==> src/rtl/rr_grant_mux_pkg.sv <==
// rr_grant_mux shared types and helpers.
// Channel count, beat layout, FSM encoding.
package rr_grant_mux_pkg;

  localparam int N               = 3;
  localparam int DW              = 32;
  localparam int GNT_TIMEOUT_DEF = 15;

  // ceil(log2(v)), never below 1
  function automatic int clog2(input int v);
    return (v <= 2) ? 1 : $clog2(v);
  endfunction

  localparam int SW = clog2(N);

  typedef enum logic [1:0] {
    IDLE     = 2'd0,
    WAIT_GNT = 2'd1,
    XFER     = 2'd2
  } state_e;

  typedef struct packed {
    logic [DW-1:0] data;
    logic          last;
    logic [SW-1:0] src;
  } beat_t;

  function automatic logic is_onehot(
    input logic [N-1:0] v
  );
    return $onehot(v);
  endfunction

  function automatic logic [SW-1:0] oh2idx(
    input logic [N-1:0] v
  );
    logic [SW-1:0] idx;
    idx = '0;
    for (int i = 0; i < N; i++) begin
      if (v[i]) idx |= SW'(i);
    end
    return idx;
  endfunction

endpackage

==> src/rtl/rr_grant_mux_out.sv <==
// rr_out_reg: one-deep registered valid/ready stage.
// Carries {data, last, src} to the shared sink.
module rr_out_reg
  import rr_grant_mux_pkg::*;
(
  input  logic  clk,
  input  logic  rstn,
  input  logic  in_valid_i,
  input  beat_t in_beat_i,
  output logic  in_ready_o,
  output logic  out_valid_o,
  output beat_t out_beat_o,
  input  logic  out_ready_i
);

  logic  valid_q;
  beat_t beat_q;

  assign in_ready_o  = ~valid_q | out_ready_i;
  assign out_valid_o = valid_q;
  assign out_beat_o  = beat_q;

  // load on accept, drain on sink ready, else hold
  always_ff @(posedge clk or negedge rstn) begin
    if (!rstn) begin
      valid_q <= 1'b0;
      beat_q  <= '0;
    end else if (in_valid_i && in_ready_o) begin
      valid_q <= 1'b1;
      beat_q  <= in_beat_i;
    end else if (out_ready_i) begin
      valid_q <= 1'b0;
    end
  end

endmodule

==> src/rtl/rr_grant_mux.sv <==
// rr_grant_mux: requests arbitration, locks the
// granted source for a packet, forwards its beats.
module rr_grant_mux
  import rr_grant_mux_pkg::*;
#(
  parameter int GNT_TIMEOUT = GNT_TIMEOUT_DEF
) (
  input  logic            clk,
  input  logic            rstn,
  input  logic [N-1:0]    s_valid,
  input  logic [N*DW-1:0] s_data,
  input  logic [N-1:0]    s_last,
  output logic [N-1:0]    s_ready,
  output logic            arb_en,
  output logic [N-1:0]    arb_req,
  input  logic [N-1:0]    arb_grant,
  output logic            m_valid,
  output logic [DW-1:0]   m_data,
  output logic            m_last,
  output logic [SW-1:0]   m_src,
  input  logic            m_ready,
  output logic            err_multi_gnt,
  output logic            err_timeout,
  output logic [15:0]     pkt_cnt
);

  localparam int CW = clog2(GNT_TIMEOUT + 1);

  state_e        state_q, state_d;
  logic [N-1:0]  lock_q, lock_d;
  logic [CW-1:0] cnt_q, cnt_d;
  logic          emg_q, emg_d;
  logic          eto_q, eto_d;
  logic [15:0]   pkt_q, pkt_d;

  logic [SW-1:0] sel;
  logic          sel_vld;
  logic          sel_last;
  logic          acc;
  logic          out_rdy;
  logic          gnt_ok;
  logic          gnt_multi;
  beat_t         in_beat;
  beat_t         out_beat;

  assign sel      = oh2idx(lock_q);
  assign sel_vld  = s_valid[sel];
  assign sel_last = s_last[sel];

  assign in_beat.data = s_data[sel*DW +: DW];
  assign in_beat.last = sel_last;
  assign in_beat.src  = sel;

  assign gnt_ok = is_onehot(arb_grant)
                & |(arb_grant & s_valid);
  assign gnt_multi = (arb_grant != '0)
                   & ~is_onehot(arb_grant);

  // next state, arbiter handshake, source ready
  always_comb begin
    state_d = state_q;
    lock_d  = lock_q;
    cnt_d   = cnt_q;
    emg_d   = emg_q;
    eto_d   = 1'b0;
    pkt_d   = pkt_q;
    arb_en  = 1'b0;
    arb_req = '0;
    s_ready = '0;
    acc     = 1'b0;
    unique case (state_q)
      IDLE: begin
        cnt_d = '0;
        if (|s_valid) state_d = WAIT_GNT;
      end
      WAIT_GNT: begin
        arb_en  = 1'b1;
        arb_req = s_valid;
        if (gnt_ok) begin
          lock_d  = arb_grant;
          cnt_d   = '0;
          state_d = XFER;
        end else begin
          if (gnt_multi) emg_d = 1'b1;
          if (cnt_q == CW'(GNT_TIMEOUT)) begin
            eto_d   = 1'b1;
            cnt_d   = '0;
            state_d = IDLE;
          end else begin
            cnt_d = cnt_q + CW'(1);
          end
        end
      end
      XFER: begin
        s_ready[sel] = out_rdy;
        acc = sel_vld & out_rdy;
        if (acc && sel_last) begin
          lock_d  = '0;
          pkt_d   = pkt_q + 16'd1;
          state_d = IDLE;
        end
      end
      default: state_d = IDLE;
    endcase
  end

  // control state registers
  always_ff @(posedge clk or negedge rstn) begin
    if (!rstn) begin
      state_q <= IDLE;
      lock_q  <= '0;
      cnt_q   <= '0;
      emg_q   <= 1'b0;
      eto_q   <= 1'b0;
      pkt_q   <= '0;
    end else begin
      state_q <= state_d;
      lock_q  <= lock_d;
      cnt_q   <= cnt_d;
      emg_q   <= emg_d;
      eto_q   <= eto_d;
      pkt_q   <= pkt_d;
    end
  end

  rr_out_reg u_out (
    .clk         (clk),
    .rstn        (rstn),
    .in_valid_i  (acc),
    .in_beat_i   (in_beat),
    .in_ready_o  (out_rdy),
    .out_valid_o (m_valid),
    .out_beat_o  (out_beat),
    .out_ready_i (m_ready)
  );

  assign m_data        = out_beat.data;
  assign m_last        = out_beat.last;
  assign m_src         = out_beat.src;
  assign err_multi_gnt = emg_q;
  assign err_timeout   = eto_q;
  assign pkt_cnt       = pkt_q;

endmodule
==> config.mk <==
export PLATFORM = sky130hd
export DESIGN_NAME = rr_grant_mux
export DESIGN_NICKNAME = d
export VERILOG_FILES = /design/src/rtl/rr_grant_mux_pkg.sv /design/src/rtl/rr_grant_mux_out.sv /design/src/rtl/rr_grant_mux.sv
export SDC_FILE = /design/constraint.sdc
export NUM_CORES = 1
export LEC_CHECK = 0
export CORE_UTILIZATION = 41
export CTS_CLUSTER_SIZE = 30
export DETAILED_ROUTE_END_ITERATION = 6
export HOLD_SLACK_MARGIN = 0.08
export PLACE_DENSITY = 0.81
export SLEW_MARGIN = 15
export SYNTH_ARGS = -nofsm -noshare
export SYNTH_HDL_FRONTEND = slang
export SYNTH_SLANG_ARGS = --single-unit
==> constraint.sdc <==
create_clock -name clk -period 2.5 [get_ports clk]
set_clock_uncertainty 0.1 [all_clocks]
set_input_delay 0.5 -clock clk [delete_from_list [all_inputs] [get_ports clk]]
set_output_delay 0.5 -clock clk [all_outputs]
set_load 0.02 [all_outputs]
**Word level (Yosys, flattened, before mapping)**

Index checks and enable logic that the tools add are counted.

- $add $sub $neg: 4
- Magnitude comparators: 2
- Equal/unequal tests: 8
- Shift operators: 1
- Mux-type cells: 28
- Bitwise logic cells: 9
- Reduce and logical (&&, ||, !) cells: 14

Operators with widths:

| kind | count |
|---|---|
| $shiftx A96 B8 Y32 | 1 |
| $add A16 B1 Y16 const B | 1 |
| $mux W3 | 4 |
| $mux W1 | 11 |
| $mux W2 | 5 |
| $reduce_and A3 Y1 | 3 |
| $mux W4 | 2 |
| $pmux W4 S2 | 1 |
| $and A3 B3 Y3 | 2 |
| $ne A2 B2 Y1 const B | 3 |
| $pmux W2 S3 | 1 |
| $pmux W3 S2 | 1 |
| $reduce_bool A2 Y1 | 3 |
| $reduce_or A3 Y1 | 2 |
| $add A4 B1 Y4 const B | 1 |
| $bmux W1 S2 | 2 |
| $eq A2 B1 Y1 const B | 2 |
| $eq A4 B4 Y1 const B | 1 |
| $and A1 B1 Y1 | 3 |
| $logic_and A1 B1 Y1 | 3 |
| $lt A2 B3 Y1 const B | 1 |
| $ne A3 B3 Y1 const B | 1 |
| $not A1 Y1 | 3 |
| $reduce_bool A3 Y1 | 1 |
| 8 further kinds | 8 |

- Bits in registers: 63
- Logic and storage cells: 76

**Longest topological paths before layout**

Gate-level depths: netlist of run 1.

- Word-level depth: 8
- Gate-level depth with buffers: 7
- Mapped depth without buffers: 6

**By module**

Synthesis of run 1 repeated with hierarchy kept, for this count alone.

- Cell total of the unflattened synthesis: 310
- Area total of the unflattened synthesis: 3,477.1 µm²

By module, submodules not included:

| module | instances | cells each | area each (µm²) | seq. area each (µm²) |
|---|---|---|---|---|
| rr_grant_mux | 1 | 233 | 2,004.4 | 650.6 |
| rr_out_reg | 1 | 77 | 1,472.7 | 900.9 |

**Worst setup path after synthesis of run 1**

No wires, ideal clock.

- Kind: register to output
- Start point: reg lock_q[1]
- End point: out s_ready[1]
- Data arrival time: 1,461 ps
- Data required time: 1,900 ps
- Path slack: 439 ps
- Stages on the path, launching flop included: 4
- Path buffers: 2
- Path through: dfrtp_1 clkbuf_1 clkbuf_1 nor3b_1

- Cells in the longest elaborated chain, start to end: 8

Ends and longest elaborated chain:

| item | RTL line | RTL |
|---|---|---|
| start, declared | rr_grant_mux.sv:30 | `logic [N-1:0] lock_q, lock_d;` |
| start signal, assigned | rr_grant_mux.sv:118 | `lock_q <= lock_d;` |
| $mux W1 (*) | rr_grant_mux_pkg.sv:40 | `if (v[i]) idx \|= SW'(i);` |
| $mux W2 (*) | rr_grant_mux_pkg.sv:40 |  |
| $lt A2 B3 Y1 (not written as such) or $ge A2 B1 Y1 (tied branches) | rr_grant_mux.sv:95 | `s_ready[sel] = out_rdy;` |
| $logic_and A1 B1 Y1 (not written as such) | rr_grant_mux.sv:95 |  |
| $mux W1 (not written as such) | rr_grant_mux.sv:95 |  |
| $demux W1 S2 (*) | rr_grant_mux.sv:95 |  |
| $and A3 B3 Y3 (no source line) (*) | -- |  |
| $mux W3 (*) | rr_grant_mux.sv:71 | `unique case (state_q)` |
| end, declared | rr_grant_mux.sv:13 | `output logic [N-1:0] s_ready,` |

Mark *: on every way between the ends. The rest lies on a longest branch, timed or not.

**Final worst setup path of run 1**

- Start point: reg state_q[1]
- End point: out arb_en

- Cells in the longest elaborated chain, start to end: 2

Ends and longest elaborated chain:

| item | RTL line | RTL |
|---|---|---|
| start, declared | rr_grant_mux.sv:29 | `state_e state_q, state_d;` |
| start signal, assigned | rr_grant_mux.sv:117 | `state_q <= state_d;` |
| $eq A2 B1 Y1 | rr_grant_mux.sv:71 |  |
| $mux W1 | rr_grant_mux.sv:71 |  |
| end, declared | rr_grant_mux.sv:14 | `output logic arb_en,` |

No other way between the ends.

==> impl_metrics.env, run 1 <==
export IMPL_final_min_clock_period_ps=2330
export IMPL_fmax_mhz=428
export IMPL_finalSetupViolations=0
export IMPL_postCtsSetupBuffers=0
export IMPL_ys_seq_area_frac=0.442
export IMPL_comb_power_share=0.523
export IMPL_initial_core_util=0.425
export IMPL_wl_per_cell_um=15.9
export IMPL_drive_gt1_frac=0.150
export IMPL_synth_cell_types=41
export IMPL_ys_ff_latch=62
export IMPL_via_per_inst=5.13
export IMPL_ys_flop_type="dfrtp_1"
export IMPL_clk_insertion_delay_late_ps=320
export IMPL_yosys_warnings=0
export IMPL_synth_compound_area_frac=0.0842
export IMPL_grtUsageTotal=0.213
export IMPL_portBuffers=168
export IMPL_startpoint_type="flip-flop"
export IMPL_clockPowerShare=0.171
export IMPL_grt_pass1_wl_um=14600
export IMPL_final_cell_area_um2=5540
export IMPL_antenna_found_initial=0
export IMPL_m1WireLength_um=3950
export IMPL_hpwl_um=7200
export IMPL_synth_area_mux_share=0.239
export IMPL_dr_pass1_iters=4
export IMPL_async_reset_ff_frac=1.00
export IMPL_fp_dieW_um=94.5
export IMPL_placed_cell_area_um2=5320
export IMPL_synth_common_cells="dfrtp_1, nand2_1, o21ai_0, mux2i_1, mux2_4"
export IMPL_worstPathMaxFanout=8
export IMPL_clock_path_buffers=2
export IMPL_rsz0062_at_grt="false"
export IMPL_crit_family="buffers and inverters"
export IMPL_yosysTopAreaCellShare=0.442
export IMPL_p_sw_uw=1910
export IMPL_highest_layer="met4"
export IMPL_swShare=0.373
export IMPL_ant_nets=0
export IMPL_cp_end_kind="primary output"
export IMPL_dieArea_um2=8930
export IMPL_cts_root_buf="clkbuf_8"
export IMPL_cp_data_arrival_time_ps=1730
export IMPL_synth_top_family_by_area="multiplexers"
export IMPL_dp_cells=589
export IMPL_io_pins=169
export IMPL_crit_buf_inv=2
export IMPL_route_met3_wl_um=762
export IMPL_synthXorXnorAreaFrac=0.0375
export IMPL_fillers=671
export IMPL_rows=33
export IMPL_peakVddDrop_mv=0.376
export IMPL_grt_overflow=0
export IMPL_outcome="complete, no violations"
export IMPL_max_slew_margin=0.709
export IMPL_layout_nets=607
export IMPL_p_seq_frac=0.306
export IMPL_worstPathRequired_ps=1900
export IMPL_p_leak_uw=0.00259
export IMPL_cpPeakStageDelay_ps=620
export IMPL_timing_final_crit_share=0.934
export IMPL_syn_avg_cell_area_um2=10.9
export IMPL_slowest_stage="clkdlybuf4s50_1"
export IMPL_slew_viol_final=0
export IMPL_design_core_area_um2=8260
export IMPL_path_cells="nand2b_1, inv_1, clkdlybuf4s50_1"
export IMPL_post_route_drc_count=0
export IMPL_yosysMostFrequentCell="dfrtp_1"
export IMPL_routed_wl_um=9640
export IMPL_htreeDepth=3
export IMPL_power_total_uw=5120
export IMPL_power_density_nw_per_um2=924
export IMPL_syn_to_final_growth_pct=57.9
export IMPL_cts_buffers=9
export IMPL_crit_type="reg -> out"
export IMPL_yosys_area_share_adder=0.0128
export IMPL_fin_cells=606
export IMPL_holdCritPathClass="reg -> reg"
export IMPL_hold_slack_ps=376
export IMPL_synthSimpleGateAreaFrac=0.141
export IMPL_syn_nets=433
export IMPL_netlist_instances=322
export IMPL_synth_area_leaders="dfrtp_1, mux2_4, mux2i_1"
export IMPL_cap_violations=0
export IMPL_clk_pin_slew_ps=70
export IMPL_synth_edff_count=0
export IMPL_report_final_hold_viol_count=0
export IMPL_route_met2_wl_um=4860
export IMPL_n_antenna_cell=0
export IMPL_tritoncts="built"
export IMPL_fin_util=0.671
export IMPL_first_global_vias=2958
export IMPL_route_vias_total=3107
export IMPL_dieHeight_um=94.5
export IMPL_synthesis_area_um2=3510
export IMPL_grt_max_degree=33
export IMPL_synth_top_area_cell="dfrtp_1"
export IMPL_drt_iter0_drc=80
export IMPL_worst_pin_slew_ps=433
export IMPL_clock_sinks=62
export IMPL_power_internal_uw=3210
export IMPL_gp_congestion=0.817
layer usage:
layer / vias to the layer above / GRT usage
li1: 1490 / -
met2: 110 / 0.384
met1: 1501 / 0.257
met3: 6 / 0.0531
met5: - / 0
met4: 0 / 0.0429
cells by family (layout without fill, tap and decap cells):
kind of cell,count (synthesis),in the layout
AO/OA/AOI/OAI,50,50
buffers and inverters,29,208
XOR/XNOR,15,15
flip-flops,62,62
adder cells (fa/ha/maj),3,3
multiplexers,69,69
AND/OR/NAND/NOR,94,94
flip-flops by register name, summed over array words and instances, names as in the netlist:
| name | count |
|---|---|
| err_timeout | 1 |
| err_multi_gnt | 1 |
| cnt_q | 4 |
| lock_q | 2 |
| u_out.out_beat_o | 35 |
| state_q | 2 |
| pkt_cnt | 16 |
| u_out.out_valid_o | 1 |
repair_timing:
action | in CTS | in global routing
endpoints found under the hold margin | 5 | 0
gates resized for setup | 3 | 3
hold buffers | 1 | 0
cloned | 0 | 0
endpoints found under the setup margin | 3 | 3
through the flow:
step	setup slack (ps)	TNS, ps
after floorplan	439	0
after global placement	-80.5	-146
after detailed placement	-118	-289
after CTS	29.1	0
after global routing	79.1	0
final	166	0
area by class of cell:
class | count | area [µm²] | area share
repair buffers | 184 | 1820 | 0.328
multi-input cells | 231 | 1810 | 0.326
flip-flops and latches | 62 | 1550 | 0.280
clock buffers | 11 | 141 | 0.0255
well taps | 105 | 131 | 0.0237
clock inverters | 5 | 58.8 | 0.0106
inverters | 8 | 30.0 | 0.00542
cell usage in the layout (no fill, tap or decap), types with 3 or more instances in the layout:
cell	Yosys	routed
nor4_1	14	14
dlymetal6s2s_1	0	3
and2_1	5	5
nand2_1	42	42
nand2b_1	4	4
o21ai_0	36	36
nand4_1	5	5
and3_1	3	3
mux2i_1	34	34
xor2_1	15	15
nand3_1	5	5
clkbuf_8	0	10
clkdlybuf4s50_1	0	161
dfrtp_1	62	61
dlygate4sd2_1	0	3
inv_1	8	8
a21o_1	3	3
buf_4	1	14
nor3b_1	3	3
mux2_4	28	28
mux2_2	7	7
power by group through the flow:
stage / Clock [µW] / Sequential [µW] / Combinational [µW]
after floorplan: 0 / 1850 / 1280
after global placement: 0 / 1560 / 2660
after detailed placement: 0 / 1590 / 2700
after CTS: 891 / 1570 / 2710
after global routing: 950 / 1610 / 2860
final: 876 / 1560 / 2680
worst paths after layout:
path                                              to  cells past startpoint        start  slack (ps)
worst max-delay path                          arb_en                      3   state_q[1]         170
worst min-delay path                     pkt_cnt[15]                      1  pkt_cnt[15]         380
worst max register to register  u_out.out_beat_o[13]                      6   state_q[1]         470
worst min register to register           pkt_cnt[15]                      1  pkt_cnt[15]         380
max in group asynchronous                  lock_q[2]                      3         rstn        1210
min in group asynchronous                pkt_cnt[15]                      2         rstn         420
worst reg2reg max path, delay by kind of cell (launching register included):
family        cells  cell delay, ps
flops             1             460
mux               1             340
simple gates      3             660
buf+inv           2             350
Power figures use the tool's default switching activity.
==> inputs of run 2 (changes only) <==
Settings changed: REMOVE_ABC_BUFFERS from default to 1.
==> impl_metrics.env, run 2 (synthesis results as in run 1) <==
export IMPL_cp_data_arrival_time_ps=1740
export IMPL_holdCritPathClass="reg -> reg"
export IMPL_comb_power_share=0.523
export IMPL_layout_common_cells="clkdlybuf4s50_1, dfrtp_1, nand2_1"
export IMPL_worstPathRequired_ps=1900
export IMPL_p_leak_uw=0.00259
export IMPL_rows=33
export IMPL_hold_depth=1
export IMPL_report_final_hold_viol_count=0
export IMPL_grt_max_degree=33
export IMPL_final_common_cell="clkdlybuf4s50_1"
export IMPL_n_antenna_cell=0
export IMPL_cp_end_kind="primary output"
export IMPL_antenna_found_initial=0
export IMPL_fmax_mhz=428
export IMPL_fillers=658
export IMPL_worstPathMaxFanout=8
export IMPL_largest_reg_flops=35
export IMPL_timing_final_crit_share=0.935
export IMPL_dieArea_um2=8930
export IMPL_post_place_ws_ps=-109
export IMPL_clock_path_buffers=2
export IMPL_p_sw_uw=1930
export IMPL_power_internal_uw=3170
export IMPL_fp_dieW_um=94.5
export IMPL_crit_type="reg -> out"
export IMPL_route_vias_total=3098
export IMPL_dieHeight_um=94.5
export IMPL_cts_buffers=9
export IMPL_dr_pass1_iters=4
export IMPL_via_per_inst=5.12
export IMPL_r2r_end="u_out.out_beat_o[2]"
export IMPL_clk_pin_slew_ps=80
export IMPL_io_pins=169
export IMPL_fin_util=0.672
export IMPL_wl_per_cell_um=16.3
export IMPL_power_density_nw_per_um2=920
export IMPL_drive_gt1_frac=0.148
export IMPL_max_slew_margin=0.563
export IMPL_initial_core_util=0.425
export IMPL_syn_to_final_growth_pct=58.1
export IMPL_post_route_drc_count=0
export IMPL_first_global_vias=3166
export IMPL_final_min_clock_period_ps=2340
export IMPL_outcome="complete, no violations"
export IMPL_power_total_uw=5100
export IMPL_hold_path_startpoint="pkt_cnt[15]"
export IMPL_r2r_slack_ps=360
export IMPL_finalSetupViolations=0
export IMPL_clk_insertion_delay_late_ps=330
export IMPL_peakVddDrop_mv=0.582
export IMPL_ant_nets=0
export IMPL_grtUsageTotal=0.220
export IMPL_design_core_area_um2=8260
export IMPL_rsz0062_at_grt="false"
export IMPL_cap_violations=0
export IMPL_gp_congestion=0.946
export IMPL_postCtsSetupBuffers=0
export IMPL_layout_nets=606
export IMPL_r2r_cells=6
export IMPL_p_seq_frac=0.309
export IMPL_cts_root_buf="clkbuf_8"
export IMPL_worst_pin_slew_ps=655
export IMPL_portBuffers=168
export IMPL_clockPowerShare=0.168
export IMPL_tritoncts="built"
export IMPL_hpwl_um=7460
export IMPL_setup_ws_ps=161
export IMPL_hold_slack_ps=376
export IMPL_startpoint_type="flip-flop"
export IMPL_drt_iter0_drc=113
export IMPL_grt_overflow=0
export IMPL_clock_sinks=62
export IMPL_htreeDepth=3
export IMPL_fin_tns_setup_ps=0
export IMPL_crit_path_start="state_q[1]"
export IMPL_swShare=0.378
export IMPL_grt_pass1_wl_um=15100
export IMPL_whs_endpoint="pkt_cnt[15]"
export IMPL_routed_wl_um=9860
export IMPL_r2r_start="lock_q[2]"
export IMPL_slew_viol_final=0
run 2: layout make-up:
type                    count  area [µm²]  share of cell area
repair buffers            183        1830               0.331
multi-input cells         231        1810               0.326
flip-flops and latches     62        1550               0.280
well taps                 105         131              0.0237
clock buffers              10         128              0.0230
clock inverters             6        62.6              0.0113
inverters                   8        30.0             0.00542
run 2: per-layer routing:
layer / part of all wire / vias up / GRT usage
li1: - / 1480 / -
met1: 0.40 / 1475 / 0.260
met2: 0.50 / 131 / 0.393
met3: 0.080 / 12 / 0.0523
met4: 0.012 / 0 / 0.0720
met5: 0 / - / 0
run 2: what timing repair did:
action,4_1_cts,5_1_grt
endpoints found under the hold margin,10,0
endpoints found under the setup margin,3,3
hold buffers,1,0
resized for setup,3,3
run 2: worst max-delay path, cell delays in order (launching register included):
cell and delay (ps):
dfrtp_1 460, nand2b_1 210, inv_1 120, clkdlybuf4s50_1 620
run 2: worst max-delay path by stage:
stage,endpoint,cells past startpoint
6_report,arb_en,3
3_5_place_dp,s_ready[2],5
5_1_grt,arb_en,3
4_1_cts,arb_req[1],4
3_3_place_gp,s_ready[2],5
2_1_floorplan,u_out.out_beat_o[0],4
run 2: through the flow:
stage / area [µm²] / cells
floorplan: 3390 / 301
global route: 5550 / 605
CTS: 5540 / 605
global placement: 5340 / 588
finish: 5550 / 605
detailed placement: 5340 / 588
run 2: power groups by stage:
stage | registers (µW) | logic (µW) | clock network [µW]
CTS | 1580 | 2700 | 885
finish | 1580 | 2670 | 856
detailed placement | 1590 | 2690 | 0
floorplan | 1990 | 1080 | 0
global route | 1610 | 2870 | 927
global placement | 1580 | 2630 | 0
==> inputs of run 3 (changes only) <==
Settings changed: CORE_MARGIN from default to 2.
==> impl_metrics.env, run 3 (synthesis results as in run 1) <==
export IMPL_grt_max_degree=33
export IMPL_layout_nets=605
export IMPL_cap_violations=0
export IMPL_worstPathRequired_ps=1900
export IMPL_finalSetupViolations=0
export IMPL_grtUsageMet2=0.369
export IMPL_dieHeight_um=96.5
export IMPL_holdCritPathClass="in -> async"
export IMPL_grtUsageTotal=0.202
export IMPL_gp_congestion=0.913
export IMPL_power_total_uw=5020
export IMPL_layout_common_cells="clkdlybuf4s50_1, dfrtp_1, nand2_1"
export IMPL_first_global_vias=3014
export IMPL_hold_slack_ps=77.2
export IMPL_crit_path_start="state_q[1]"
export IMPL_final_common_cell="clkdlybuf4s50_1"
export IMPL_io_pins=169
export IMPL_r2r_cells=6
export IMPL_n_antenna_cell=0
export IMPL_antenna_found_initial=0
export IMPL_ant_nets=0
export IMPL_clockPowerShare=0.160
export IMPL_max_slew_margin=0.535
export IMPL_hpwl_um=7340
export IMPL_fmax_mhz=426
export IMPL_initial_core_util=0.425
export IMPL_fin_util=0.666
export IMPL_rows=33
export IMPL_p_leak_uw=0.00256
export IMPL_design_core_area_um2=8260
export IMPL_p_seq_frac=0.312
export IMPL_via_per_inst=5.08
export IMPL_tritoncts="built"
export IMPL_outcome="complete, no violations"
export IMPL_drive_gt1_frac=0.150
export IMPL_grt_overflow=0
export IMPL_power_internal_uw=3080
export IMPL_comb_power_share=0.528
export IMPL_portBuffers=168
export IMPL_route_vias_total=3069
export IMPL_post_route_drc_count=0
export IMPL_clock_path_buffers=2
export IMPL_routed_wl_um=9730
export IMPL_power_density_nw_per_um2=913
export IMPL_clk_pin_slew_ps=80
export IMPL_holdBufCountCts=0
export IMPL_fin_tns_setup_ps=0
export IMPL_report_final_hold_viol_count=0
export IMPL_final_min_clock_period_ps=2350
export IMPL_slew_viol_final=0
export IMPL_dieArea_um2=9310
export IMPL_p_sw_uw=1950
export IMPL_drt_iter0_drc=98
export IMPL_endpoint="arb_en"
export IMPL_wl_per_cell_um=16.1
export IMPL_clock_sinks=62
export IMPL_clk_insertion_delay_late_ps=340
export IMPL_grt_busiest_layer="met2"
export IMPL_r2r_start="lock_q[1]"
export IMPL_cts_root_buf="clkbuf_8"
export IMPL_grt_use_met3=0.0504
export IMPL_cts_buffers=9
export IMPL_startpoint_type="flip-flop"
export IMPL_r2r_end="pkt_cnt[0]"
export IMPL_fp_dieW_um=96.5
export IMPL_r2r_slack_ps=360
export IMPL_syn_to_final_growth_pct=56.9
export IMPL_grt_pass1_wl_um=14500
export IMPL_swShare=0.388
export IMPL_largest_reg_flops=35
export IMPL_rsz0062_at_grt="false"
export IMPL_cp_data_arrival_time_ps=1750
export IMPL_timing_final_crit_share=0.940
export IMPL_grtUsageMet1=0.242
export IMPL_crit_type="reg -> out"
export IMPL_worst_pin_slew_ps=697
export IMPL_htreeDepth=3
export IMPL_dr_pass1_iters=4
export IMPL_cp_end_kind="primary output"
export IMPL_worstPathMaxFanout=8
export IMPL_peakVddDrop_mv=0.659
==> run 3: layout make-up <==
type / instances / area, µm²
fillers: 631 / 2760
multi-input cells: 231 / 1810
repair buffers: 182 / 1800
flip-flops and latches: 62 / 1550
well taps: 105 / 131
clock buffers: 9 / 124
clock inverters: 7 / 57.6
inverters: 8 / 30.0
==> run 3: worst max-delay path, stage by stage, from the launching register on <==
cell	delay, ps
dfrtp_1	470
nand2b_1	210
inv_1	120
clkdlybuf4s50_1	610
==> run 3: worst min path at each step <==
stage	depth (start not counted)	startpoint	slack, ps	to
2_1_floorplan	0	rstn	100	cnt_q[0]
6_report	1	rstn	80	pkt_cnt[6]
5_1_grt	1	rstn	120	u_out.out_beat_o[10]
4_1_cts	1	rstn	90	u_out.out_beat_o[10]
3_5_place_dp	1	pkt_cnt[15]	360	pkt_cnt[15]
3_3_place_gp	1	pkt_cnt[15]	360	pkt_cnt[15]
==> run 3: timing repair <==
action | 4_1_cts | 5_1_grt
hold endpoints to repair | 0 | 0
setup endpoints to repair | 3 | 3
setup buffers | 0 | 0
resized for setup | 3 | 3
==> run 3: power by group through the flow <==
stage	Sequential [µW]	Clock, µW	Combinational [µW]
6_report	1570	805	2650
3_5_place_dp	1580	0	2680
3_3_place_gp	1560	0	2630
5_1_grt	1620	866	2840
2_1_floorplan	1990	0	1080
4_1_cts	1570	821	2690
==> run 3: per-layer routing <==
| metal | part of all wire | vias to the layer above |
|---|---|---|
| met4 | 0.0075 | 0 |
| met3 | 0.093 | 7 |
| met1 | 0.39 | 1471 |
| li1 | - | 1480 |
| met2 | 0.51 | 111 |
| met5 | 0 | - |
==> run 3: through the flow <==
step | std cells | setup WS, ps | instance area (µm²)
4_1_cts | 604 | 10.2 | 5490
2_1_floorplan | 301 | -1270 | 3390
3_5_place_dp | 588 | -80.3 | 5320
6_report | 604 | 151 | 5500
5_1_grt | 604 | 52.8 | 5500
3_3_place_gp | 588 | -74.4 | 5320
==> RTL edit (settings of run 3) <==
Encoding of `state_e`: now one-hot (3 bits for 3 states).
--- a/src/rtl/rr_grant_mux_pkg.sv
+++ b/src/rtl/rr_grant_mux_pkg.sv
@@ -14,8 +14,8 @@
   localparam int SW = clog2(N);
 
-  typedef enum logic [1:0] {
-    IDLE     = 2'd0,
-    WAIT_GNT = 2'd1,
-    XFER     = 2'd2
+  typedef enum logic [2:0] {
+    IDLE     = 3'b001,
+    WAIT_GNT = 3'b010,
+    XFER     = 3'b100
   } state_e;
 
Function: same outputs for any inputs over 10 cycles, from zero or initial values and one cycle with rstn low; not proved beyond that.
==> RTL edit against run 3 <==
  * Synthesized cell count up 0.93%
  * Cell count grew 2.3%
  * Area after synthesis grew 1.8%
  * Total power is 15% lower
  * Sequential cell count rose by 1
  * Sequential power is 15% lower
  * Worst setup slack lost 0.076 ns
  * First-iteration DRC count increased by 13%
  * Largest cell class is now buffers
  * Wire length up 5.3%
  * Largest power group unchanged
  * Critical endpoint is now s_ready[2]
  * Via count grew 4.2%
  * Cell area is 2.9% higher
==> RTL edit: results <==
metrics = {
    "cts": {
        "cts-root-buf": "clkbuf_8",
        "cts.path.max_buffers": 2,
        "cts_buffers": 9,
        "clock_latency_ns": 0.34,
        "clkTransAtPathRegs_ns": 0.07,
        "htreeDepth": 3,
    },
    "routing": {
        "first_pass_iters": 4,
        "num_vias": 3198,
        "wl_um": 10200,
        "drtIter0Drc": 111,
    },
    "pwr": {
        "p_leak_nw": 2.61,
        "ir_drop_mv": 0.374,
    },
    "grt": {
        "antenna_found_initial": 0,
        "grt_pass1_wl_um": 16900,
        "grt_pass1_vias": 3442,
        "grt_usage_pct": 21.9,
        "grt_max_degree": 39,
    },
    "finish": {
        "fin_nets": 616,
        "fillers": 680,
        "drive_gt1_share_pct": 17.1,
        "largest_register_ffs": 35,
        "antenna_cells": 0,
    },
    "synthesis": {
        "yosysWarnings": 0,
        "async_flop_share_pct": 100,
        "ys_seq_area_share_pct": 44.2,
        "synth.area.top_cells": "dfrtp_1 (43%), mux2_4 (12%), mux2i_1 (9.5%), o21ai_0 (4.9%), nand2_1 (4.6%)",
        "ys_types": 46,
        "ys_top_cells_by_count": "dfrtp_1 (62), nand2_1 (44), o21ai_0 (35)",
    },
    "setup_path": {
        "critical-path-slowest-cell": "clkdlybuf4s50_1",
        "reg2reg_from": "state_q[2]",
        "crit_arrival_ns": 1.83,
        "cp_slowest_stage_delay_ns": 0.47,
        "crit_start": "m_ready",
        "critPathMaxFanout": 3,
    },
    "placed_design": {
        "dpl.hpwl_um": 7510,
        "gp_congestion": 0.815,
        "io_buffers": 168,
    },
    "hold_path": {
        "min-delay-start": "pkt_cnt[15]",
        "holdCritPathClass": "flop to flop",
    },
    "sta": {
        "setup_viol": 0,
        "relSlewSlack_pct": 60.0,
    },
    "outcome": {
        "status": "finished clean",
    },
    "run": {
        "drv_cap": 0,
    },
}
-- RTL edit: cell count changes after synthesis, moves of 2 or more --
cell | run 3 | this run
clkbuf_1 | 9 | 6
nand3_1 | 5 | 8
and2_1 | 5 | 3
buf_1 | 1 | 3
inv_1 | 8 | 6
nand2_1 | 42 | 44
nand4_1 | 5 | 3
o22ai_1 | 2 | 0
o32ai_1 | 0 | 2
-- RTL edit: repair_timing --
| item | 4_1_cts | 5_1_grt |
|---|---|---|
| hold buffers | 1 | 0 |
| endpoints found under the setup margin | 7 | 4 |
| setup buffers | 0 | 0 |
| endpoints found under the hold margin | 22 | 0 |
| resized for setup | 14 | 3 |
-- RTL edit: report_power, final --
group / internal [mW] / switching, mW
logic: 0.993 / 1.02
clock network: 0.539 / 0.378
registers: 1.20 / 0.145
total: 2.73 / 1.54
-- RTL edit: final cells by class --
type                    count  share of cell area [%]
clock buffers              13                    2.98
clock inverters             3                   0.707
inverters                   6                   0.398
multi-input cells         236                    32.8
flip-flops and latches     63                    27.9
well taps                 108                    2.39
repair buffers            189                    32.9
-- RTL edit: metrics by stage --
step                hold slack, ns  worst slack, ns  cell area (sq um)  std cells  utilization [%]
CTS                          0.378           0.0238               5660        618             65.9
global route                 0.389          0.00749               5660        618             65.9
floorplan                    0.104            -2.01               3450        305                -
detailed placement           0.367           -0.210               5440        601             63.4
finish                       0.377           0.0750               5660        618             65.9
global placement             0.360           -0.176               5440        601             63.4
-- RTL edit: kinds of logic (layout without fill, tap and decap cells) --
family | count (synthesis) | after routing | share of synthesized area [%]
buffers and inverters | 26 | 211 | 3.89
adder cells (fa/ha/maj) | 3 | 3 | 1.26
AND/OR/NAND/NOR | 98 | 98 | 14.3
AO/OA/AOI/OAI | 51 | 51 | 9.11
flip-flops | 63 | 63 | 44.2
XOR/XNOR | 15 | 15 | 3.68
multiplexers | 69 | 69 | 23.5
-- RTL edit: worst max-delay path, delay by kind of cell --
kind	cells	cell delay (ns)
buffers and inverters	2	0.83
AND/OR/NAND/NOR	3	0.50
-- RTL edit: final timing paths --
path,end,slack [ns],depth (start not counted)
worst max register to register,u_out.out_beat_o[21],0.38,6
worst min register to register,pkt_cnt[15],0.38,1
worst min-delay path,pkt_cnt[15],0.38,1
max in group asynchronous,state_q[0],1.00,3
min in group asynchronous,u_out.out_beat_o[17],0.61,2
worst max-delay path,s_ready[2],0.07,5
-- RTL edit: per-layer routing --
metal	GRT usage (%)	vias up	part of all wire (%)
met4	7.05	0	1.2
met1	27.1	1540	41
met3	4.53	12	5.8
met2	38.5	125	52
li1	-	1521	-
met5	0	-	0
